<file path="src/rtl/window_scan_ctrl.sv">
// Raster-scan sequencer for a KERNEL x KERNEL convolution window.
// Drives the parallel_out_sr load controls and tags each complete window with its top-left coordinate.
module window_scan_ctrl #(
    parameter int IMG_WIDTH  = 8,
    parameter int IMG_HEIGHT = 8,
    parameter int KERNEL     = 3,
    parameter int COL_W      = 8,
    parameter int ROW_W      = 8
) (
    input  logic             clock,
    input  logic             reset,
    input  logic             start,
    input  logic             pixel_valid,
    output logic             pixel_ready,
    output logic             sr_enable,
    output logic             sr_shift_row_up,
    output logic             window_valid,
    input  logic             window_ready,
    output logic [COL_W-1:0] win_col,
    output logic [ROW_W-1:0] win_row,
    output logic             busy,
    output logic             frame_done
);
    // state | meaning
    // IDLE  | waiting for start, no pixels accepted
    // FILL  | priming rows 0..KERNEL-2, shift only
    // RUN   | rows KERNEL-1..IMG_HEIGHT-1, row-up load, windows emitted
    // DONE  | draining last window, then frame_done pulse
    localparam logic [1:0] S_IDLE = 2'd0;
    localparam logic [1:0] S_FILL = 2'd1;
    localparam logic [1:0] S_RUN  = 2'd2;
    localparam logic [1:0] S_DONE = 2'd3;

    localparam logic [COL_W-1:0] COL_LAST  = COL_W'(IMG_WIDTH - 1);
    localparam logic [COL_W-1:0] COL_KOFF  = COL_W'(KERNEL - 1);
    localparam logic [ROW_W-1:0] ROW_LAST  = ROW_W'(IMG_HEIGHT - 1);
    localparam logic [ROW_W-1:0] ROW_FILLED = ROW_W'(KERNEL - 2);
    localparam logic [ROW_W-1:0] ROW_KOFF  = ROW_W'(KERNEL - 1);

    logic [1:0]       state;
    logic [COL_W-1:0] col;
    logic [ROW_W-1:0] row;
    logic             accept;
    logic             col_wrap;
    logic             load_win;

    assign pixel_ready     = ((state == S_FILL) || (state == S_RUN)) && !(window_valid && !window_ready);
    assign accept          = pixel_valid && pixel_ready;
    assign sr_enable       = accept;
    assign sr_shift_row_up = accept && (state == S_RUN);
    assign busy            = (state != S_IDLE);
    assign col_wrap        = (col == COL_LAST);
    // a window is complete once the last KERNEL columns of a RUN row are loaded
    assign load_win        = accept && (state == S_RUN) && (col >= COL_KOFF);

    always_ff @(posedge clock or posedge reset) begin
        if (reset) begin
            state <= S_IDLE;
        end else begin
            case (state)
                S_IDLE: if (start) state <= S_FILL;
                S_FILL: if (accept && col_wrap && (row == ROW_FILLED)) state <= S_RUN;
                S_RUN:  if (accept && col_wrap && (row == ROW_LAST)) state <= S_DONE;
                S_DONE: if (frame_done) state <= S_IDLE;
                default: state <= S_IDLE;
            endcase
        end
    end

    always_ff @(posedge clock or posedge reset) begin
        if (reset) begin
            col <= '0;
            row <= '0;
        end else if ((state == S_IDLE) && start) begin
            col <= '0;
            row <= '0;
        end else if (accept) begin
            if (col_wrap) begin
                col <= '0;
                row <= (row == ROW_LAST) ? '0 : row + ROW_W'(1);
            end else begin
                col <= col + COL_W'(1);
            end
        end
    end

    always_ff @(posedge clock or posedge reset) begin
        if (reset) begin
            window_valid <= 1'b0;
            win_col      <= '0;
            win_row      <= '0;
        end else if (load_win) begin
            window_valid <= 1'b1;
            win_col      <= col - COL_KOFF;
            win_row      <= row - ROW_KOFF;
        end else if (window_ready) begin
            window_valid <= 1'b0;
        end
    end

    // pulse is raised while still in DONE so a coincident start is ignored
    always_ff @(posedge clock or posedge reset) begin
        if (reset) begin
            frame_done <= 1'b0;
        end else begin
            frame_done <= (state == S_DONE) && !frame_done && (!window_valid || window_ready);
        end
    end
endmodule

</file>
<file path="config.mk">
export PLATFORM = sky130hd
export DESIGN_NAME = window_scan_ctrl
export DESIGN_NICKNAME = d
export VERILOG_FILES = /design/src/rtl/window_scan_ctrl.sv
export SDC_FILE = /design/constraint.sdc
export NUM_CORES = 1
export LEC_CHECK = 0
export BUFFER_PORTS_ARGS = -buffer_cell sky130_fd_sc_hd__buf_4
export CORE_ASPECT_RATIO = 1.1
export CORE_UTILIZATION = 55
export CTS_CLUSTER_DIAMETER = 40
export DETAILED_ROUTE_END_ITERATION = 8
export GPL_TIMING_DRIVEN = 0
export HOLD_SLACK_MARGIN = 0.06
export MAX_ROUTING_LAYER = met4
export PLACE_DENSITY = 0.77
export REMOVE_ABC_BUFFERS = 1
export SYNTH_ARGS = -nofsm -noshare
export SYNTH_HDL_FRONTEND = slang
export SYNTH_SLANG_ARGS = --single-unit
</file>
<file path="constraint.sdc">
create_clock -name clock -period 3.86 [get_ports clock]
set_input_delay 0.772 -clock clock [delete_from_list [all_inputs] [get_ports clock]]
set_output_delay 0.772 -clock clock [all_outputs]
set_load 0.05 [all_outputs]
</file>
* Yosys cells after proc, flatten, opt, wreduce, memory -nomap -nowiden *
Cells that the tools add are included.

cells by class
  add/sub/neg operators = 4
  reductions and logical operators = 24
  bitwise gates (word level) = 0
  div/mod/pow operators = 0
  muxes and demuxes = 14
  equality and inequality tests = 10
  $lt $le $gt $ge = 1
  multiply operators = 0
  shifts and indexed selects = 0

operators with widths
  cell                                                                number
  2-to-1 mux 8 bit                                                    7
  adder 8 x 1 -> 8 bit (second input constant)                        2
  equality test 8 x 3 -> 1 bit (second input constant)                2
  subtractor 8 x 2 -> 8 bit (second input constant)                   2
  logical AND 1 bit                                                   11
  equality test 8 x 1 -> 1 bit (second input constant)                1
  greater-or-equal comparator 8 x 2 -> 1 bit (second input constant)  1
  2-to-1 mux 2 bit                                                    4
  case mux 2 bit (4 select lines)                                     1
  nonzero test 2 bit                                                  4
  equality test 2 bit (second input constant)                         2
  logical NOT 1 bit                                                   4
  inequality test 2 x 1 -> 1 bit (second input constant)              2
  inequality test 2 bit (second input constant)                       2
  AND reduction 4 bit                                                 1
  equality test 2 x 1 -> 1 bit (second input constant)                1
  logical NOT 2 bit                                                   1
  logical OR 1 bit                                                    2
  2-to-1 mux 1 bit                                                    2
  AND reduction 2 bit                                                 1

word-level totals
  memory bits (writable) = 0
  register bits = 36
  memories kept = 0
  bits in read-only memories = 0
  bits in latches = 0

* Logic depth before layout (Yosys ltp) *
Gate-level depths: netlist of run 1.

  depth in word-level cells = 9
  mapped depth = 9

* Least setup slack after synthesis of run 1 *
No wires, ideal clock.

  path type = input port to output port
  start point = input window_ready
  end point = output sr_shift_row_up
  path buffers = 1
  setup slack = 0.720 ns
  stages on the path = 5
  arrival time = 2.368 ns
  cells stage by stage = nand2b_1 > nand3_1 > inv_1 > clkbuf_1 > and2_1

between the ends
  word-level cells in the longest chain between the ends = 6

ends and longest elaborated chain
  item               RTL line  source
  from (decl)        18        input logic window_ready,
  logical NOT 1 bit  47        assign pixel_ready = ((state == S_FILL) || (state == S_RUN)) && !(window_valid && !window_ready);
  logical AND 1 bit  47
  logical NOT 1 bit  47
  logical AND 1 bit  47
  logical AND 1 bit  48        assign accept = pixel_valid && pixel_ready;
  via sr_enable      15        output logic sr_enable,
  logical AND 1 bit  50        assign sr_shift_row_up = accept && (state == S_RUN);
  to (decl)          16        output logic sr_shift_row_up,

The timed path passes the listed nets, and every way through them passes these cells.

* Worst setup path after layout of run 1 *
  start point = register state[0]
  end point = output sr_shift_row_up

between the ends
  word-level cells in the longest chain between the ends = 5
  elaborated cells between the ends (all ways) = 6
  those cells by class = eq/ne (2); reduce/logical (4)

ends and longest elaborated chain
  item                                                                 RTL line  source
  from (decl)                                                          40        logic [1:0] state;
  from (signal assigned)                                               58        state <= S_IDLE;
  from (signal assigned)                                               61        S_IDLE: if (start) state <= S_FILL;
  from (signal assigned)                                               62        S_FILL: if (accept && col_wrap && (row == ROW_FILLED)) state <= S_RUN;
  equality test 2 x 1 -> 1 bit or equality test 2 bit (tied branches)  47, 50
  logical OR 1 bit                                                     47
  logical AND 1 bit                                                    47
  logical AND 1 bit                                                    48
  logical AND 1 bit *                                                  50

Mark *: on every way between the ends. The rest lies on a longest branch, timed or not.

==> impl_metrics.env, run 1 <==
export IMPL_first_pass_iters=4
export IMPL_worst_pin_slew_ns=0.746
export IMPL_dpl_cell_count=283
export IMPL_clock_skew_ns=0.00852
export IMPL_avgRoutedWirePerCell_um=13.5
export IMPL_slowest_stage="dfrtp_1"
export IMPL_async_flop_share_pct=100
export IMPL_die_w_um=59.6
export IMPL_hold_class="reg2reg"
export IMPL_max_slew_margin_pct=49.9
export IMPL_netlist_instances=220
export IMPL_drcViolationCount=0
export IMPL_critPathMaxFanout=11
export IMPL_n_antenna_cell=0
export IMPL_powerDensity_nw_per_um2=765
export IMPL_overflow=0
export IMPL_ys_ff_latch=36
export IMPL_synth_top_cell_area_share_pct=44.9
export IMPL_clock_sinks=36
export IMPL_synth_common_cells="dfrtp_1, nand2_1, o21ai_1"
export IMPL_max_stage_delay_ns=0.42
export IMPL_ctsHoldBuffers=0
export IMPL_hold_slack_ns=0.490
export IMPL_grtUsageTotal_pct=24.2
export IMPL_avgSynthCellArea_um2=9.12
export IMPL_start_kind="flop"
export IMPL_cp_end_kind="output port"
export IMPL_vdd_drop_max_mv=0.563
export IMPL_finalSetupViolations=0
export IMPL_dp_worst_setup_slack_ns=1.01
export IMPL_die_h_um=65.4
export IMPL_ff2ff_path_depth=7
export IMPL_pin_count=27
export IMPL_synth_flop_cell="dfrtp_1"
export IMPL_numCtsBuffers=5
export IMPL_fin_ws_ns=0.801
export IMPL_grt_max_degree=37
export IMPL_syn2layout_area_growth_pct=15.1
export IMPL_grt_pass1_vias=1532
export IMPL_seq_area_frac_synth_pct=44.9
export IMPL_synth_cell_types=40
export IMPL_cts_tree="built"
export IMPL_path_class="reg2out"
export IMPL_die_area_um2=3890
export IMPL_reg2reg_from="state[0]"
export IMPL_synthTopCellsByArea="dfrtp_1, ha_1, nand2_1, o21ai_1, xnor2_1"
export IMPL_rows=22
export IMPL_crit_top_cell="inv_1"
export IMPL_final_layout_size_suffix_gt1_share_pct=18.1
export IMPL_cp_arrival_ns=2.29
export IMPL_cts_root_buf="clkbuf_4"
export IMPL_ys_warn_count=0
export IMPL_port_buffers=26
export IMPL_leakagePower_nw=1.12
export IMPL_clk_latency_ns=0.35
export IMPL_timing_hold_violations_final=0
export IMPL_ant_nets=0
export IMPL_synth_edff_count=0
export IMPL_nets=260
export IMPL_period_minus_slack_ns=3.06
export IMPL_finalWeightedCongestion=0.834
export IMPL_hold_depth=2
export IMPL_yosysMostFrequentCell="dfrtp_1"
export IMPL_place_hpwl_mm=2.79
export IMPL_timing_rr_end="row[6]"
export IMPL_cts_clk_slew_worst_paths_ns=0.11
export IMPL_whs_endpoint="win_row[1]"
export IMPL_vias=1588
export IMPL_cts_resized=0
export IMPL_maxCapViolCount=0
export IMPL_wl_mm=3.92
export IMPL_post_cts_setup_buffers=0
export IMPL_yosys_area_top_type="dfrtp_1"
export IMPL_drt_first_iter_violations=58
export IMPL_rsz0062_at_grt="no"
export IMPL_grt_pass1_wl_mm=6.87
export IMPL_worstPathCellList="inv_1 > ha_1 > nand3_1 > inv_1 > and2_1 > buf_4"
export IMPL_clock_fmax_ghz=0.327
export IMPL_antenna_found_initial=0
export IMPL_synthesis_area_um2=2010
export IMPL_start_util_pct=58.8
export IMPL_fin_util_pct=67.7
export IMPL_period_share_pct=79.2
export IMPL_via_per_inst=5.46
export IMPL_status="finished, final reports clean"
export IMPL_hp_start="win_row[1]"
export IMPL_core_um2=3410
export IMPL_htree_levels=2
export IMPL_finalMaxSlewViolations=0
export IMPL_required_ns=3.09
export IMPL_rrSetupSlack_ns=1.33
export IMPL_final_cells=291
export IMPL_cts_buffer_depth=2
[worst max path at each step]
stage | cells past startpoint | to | from | slack (ns)
after floorplan | 3 | win_col[1] | col[4] | 0.72
after global placement | 3 | win_col[7] | col[4] | -0.14
after detailed placement | 6 | sr_shift_row_up | window_ready | 1.01
after CTS | 6 | sr_shift_row_up | state[0] | 0.80
after global routing | 6 | sr_shift_row_up | state[0] | 0.69
final | 6 | sr_shift_row_up | state[0] | 0.80
[final cells by class]
| cell class | instances | area, µm² |
|---|---|---|
| fill | 313 | 1100 |
| multi-input combinational | 162 | 1040 |
| sequential | 36 | 901 |
| timing repair buffer | 27 | 210 |
| tap | 48 | 60.1 |
| clock buffer | 6 | 51.3 |
| inverter | 10 | 37.5 |
| clock inverter | 2 | 10.0 |
[kinds of logic after synthesis]
family                   after synthesis  synth area share, %
AO/OA/AOI/OAI                         46                 14.2
multiplexers                           2                 1.12
buffers and inverters                 22                 4.18
flip-flops                            36                 44.9
AND/OR/NAND/NOR                       89                 22.3
adder cells (fa/ha/maj)               13                 8.10
XOR/XNOR                              12                 5.24
[flip-flops by register name (all words and copies together), names as in the netlist]
signal        cells
state             2
row               8
frame_done        1
win_row           8
win_col           8
col               8
window_valid      1
[stage by stage]
step | TNS (ns) | power, mW | area, µm²
2_1_floorplan | 0 | 1.27 | 1960
3_3_place_gp | -1.75 | 1.52 | 2220
3_5_place_dp | 0 | 1.55 | 2250
4_1_cts | 0 | 1.78 | 2310
5_1_grt | 0 | 1.89 | 2310
6_report | 0 | 1.77 | 2310
[worst max-delay path, delay by kind of cell (launching register included)]
family | cells | cell delay, ns
buf+inv | 3 | 0.72
flops | 1 | 0.42
fa+ha+maj | 1 | 0.33
simple gates | 2 | 0.47
[per-layer routing]
layer | GRT usage, % | wire length [µm] | vias to the layer above
met5 | - | 0 | -
met4 | 10.2 | 72 | 0
met3 | 3.54 | 179 | 7
met2 | 38.3 | 1830 | 43
met1 | 30.9 | 1840 | 740
li1 | - | - | 798
[layout by cell type, fill, tap and decap left out, drive strengths merged, types with 7 or more instances in the layout]
cell   instances
buf           27
dfrtp         36
xnor2          9
a21oi          8
inv           10
nand2         35
nor2          13
or3            7
o21ai         24
nor3           8
ha            13
[where the power goes]
| part | total (mW) | switching (mW) | internal [mW] |
|---|---|---|---|
| sequential | 0.559 | 0.0746 | 0.484 |
| combinational | 0.990 | 0.688 | 0.302 |
| clock | 0.219 | 0.132 | 0.0867 |
| total | 1.77 | 0.895 | 0.873 |
Power figures use the tool's default switching activity.
==> run 2: changes to the inputs <==
--- a/config.mk
+++ b/config.mk
@@ -7,13 +7,13 @@
 export LEC_CHECK = 0
 export BUFFER_PORTS_ARGS = -buffer_cell sky130_fd_sc_hd__buf_4
 export CORE_ASPECT_RATIO = 1.1
-export CORE_UTILIZATION = 55
+export CORE_UTILIZATION = 51
 export CTS_CLUSTER_DIAMETER = 40
 export DETAILED_ROUTE_END_ITERATION = 8
 export GPL_TIMING_DRIVEN = 0
 export HOLD_SLACK_MARGIN = 0.06
 export MAX_ROUTING_LAYER = met4
-export PLACE_DENSITY = 0.77
+export PLACE_DENSITY = 0.75
 export REMOVE_ABC_BUFFERS = 1
 export SYNTH_ARGS = -nofsm -noshare
 export SYNTH_HDL_FRONTEND = slang
==> constraint.sdc (replaced) <==
create_clock -name clock -period 2.8 [get_ports clock]
set_input_delay 0.56 -clock clock [delete_from_list [all_inputs] [get_ports clock]]
set_output_delay 0.56 -clock clock [all_outputs]
set_load 0.05 [all_outputs]
==> impl_metrics.env, run 2 (synthesis results as in run 1) <==
export IMPL_status="finished, final reports clean"
export IMPL_grt_pass1_vias=1466
export IMPL_clock_fmax_ghz=0.386
export IMPL_nets=263
export IMPL_die_h_um=67.8
export IMPL_numCtsBuffers=5
export IMPL_route_met2_wl_mm=1.90
export IMPL_avgRoutedWirePerCell_um=13.6
export IMPL_grtUsageTotal_pct=22.8
export IMPL_required_ns=2.24
export IMPL_cts_tree="built"
export IMPL_overflow=0
export IMPL_wl_mm=4.04
export IMPL_seq_area_um2=901
export IMPL_clk_latency_ns=0.28
export IMPL_grt_pass1_wl_mm=6.68
export IMPL_cts_root_buf="clkbuf_8"
export IMPL_clock_skew_ns=0.00610
export IMPL_maxCapViolCount=0
export IMPL_finalMaxSlewViolations=0
export IMPL_timing_hold_violations_final=0
export IMPL_cp_end_kind="output port"
export IMPL_worst_pin_slew_ns=0.748
export IMPL_final_cell_mix="dfrtp_1, nand2_1, buf_4"
export IMPL_reg2reg_from="state[0]"
export IMPL_rsz0062_at_grt="no"
export IMPL_clock_sinks=36
export IMPL_fin_ws_ns=0.209
export IMPL_htree_levels=2
export IMPL_period_share_pct=92.5
export IMPL_port_buffers=26
export IMPL_vdd_drop_max_mv=0.747
export IMPL_cts_buffer_depth=2
export IMPL_finalSetupViolations=0
export IMPL_final_layout_size_suffix_gt1_share_pct=19.5
export IMPL_layout_commonest_cell="dfrtp_1"
export IMPL_path_class="reg2out"
export IMPL_finalWeightedCongestion=0.874
export IMPL_wl_met1_mm=1.83
export IMPL_period_minus_slack_ns=2.59
export IMPL_hold_class="in2async"
export IMPL_grt_max_degree=37
export IMPL_final_cells=296
export IMPL_start_kind="flop"
export IMPL_leakagePower_nw=1.15
export IMPL_die_area_um2=4190
export IMPL_cp_arrival_ns=2.03
export IMPL_setup_tns_ns=0
export IMPL_via_per_inst=5.44
export IMPL_n_antenna_cell=0
export IMPL_place_hpwl_mm=2.80
export IMPL_ant_nets=0
export IMPL_drcViolationCount=0
export IMPL_drt_first_iter_violations=64
export IMPL_dpl_cell_count=285
export IMPL_top_layer="met4"
export IMPL_first_pass_iters=4
export IMPL_hold_slack_ns=0.407
export IMPL_core_um2=3710
export IMPL_cts_clk_slew_worst_paths_ns=0.07
export IMPL_start_util_pct=54.1
export IMPL_ff2ff_path_depth=8
export IMPL_antenna_found_initial=0
export IMPL_cp_startpoint="state[0]"
export IMPL_dp_worst_setup_slack_ns=0.360
export IMPL_multi_input_area_um2=1040
export IMPL_powerDensity_nw_per_um2=1120
export IMPL_vias=1611
export IMPL_nFillCells=301
export IMPL_rows=23
export IMPL_max_slew_margin_pct=49.7
export IMPL_die_w_um=61.8
export IMPL_pin_count=27
export IMPL_syn2layout_area_growth_pct=19.8
export IMPL_met3_length_um=210
export IMPL_critPathMaxFanout=8
==> run 2: where the power goes <==
part | internal (mW) | switching [mW]
logic | 0.448 | 0.969
registers | 0.669 | 0.104
clock network | 0.314 | 0.183
==> run 2: critical path: stages (launching register included) <==
cell,delay [ns]
dfrtp_1,0.42
inv_1,0.11
ha_1,0.34
nand3_1,0.29
clkinvlp_4,0.21
and2_1,0.19
buf_4,0.18
==> run 2: layout make-up <==
type	instances	area share, %
timing repair buffer	30	9.68
tap	50	2.60
sequential	36	37.5
clock inverter	1	1.25
clock buffer	7	4.01
inverter	10	1.72
multi-input combinational	162	43.3
==> run 2: what timing repair did <==
item                                    4_1_cts  5_1_grt
endpoints found under the setup margin        0        1
resized for setup                             0        1
setup buffers                                 0        3
hold buffers                                  0        0
==> run 2: final timing paths <==
path | end | slack [ns]
max reg2reg | row[6] | 0.42
min | win_row[0] | 0.41
min reg2reg | win_col[1] | 0.49
min in group clock | win_col[1] | 0.49
max | sr_shift_row_up | 0.21
max in group asynchronous | col[3] | 1.91
==> run 2: routing by layer <==
layer | track usage (%) | vias up
li1 | - | 808
met4 | 9.72 | 0
met5 | - | -
met3 | 6.13 | 10
met2 | 35.1 | 48
met1 | 28.1 | 745
==> run 2: per-stage QoR <==
step	utilization, %	total power, mW	cell area, µm²
finish	64.7	2.69	2400
global placement	59.8	2.10	2220
global route	64.7	2.84	2400
CTS	64.0	2.66	2380
floorplan	-	1.75	1960
detailed placement	60.6	2.15	2250
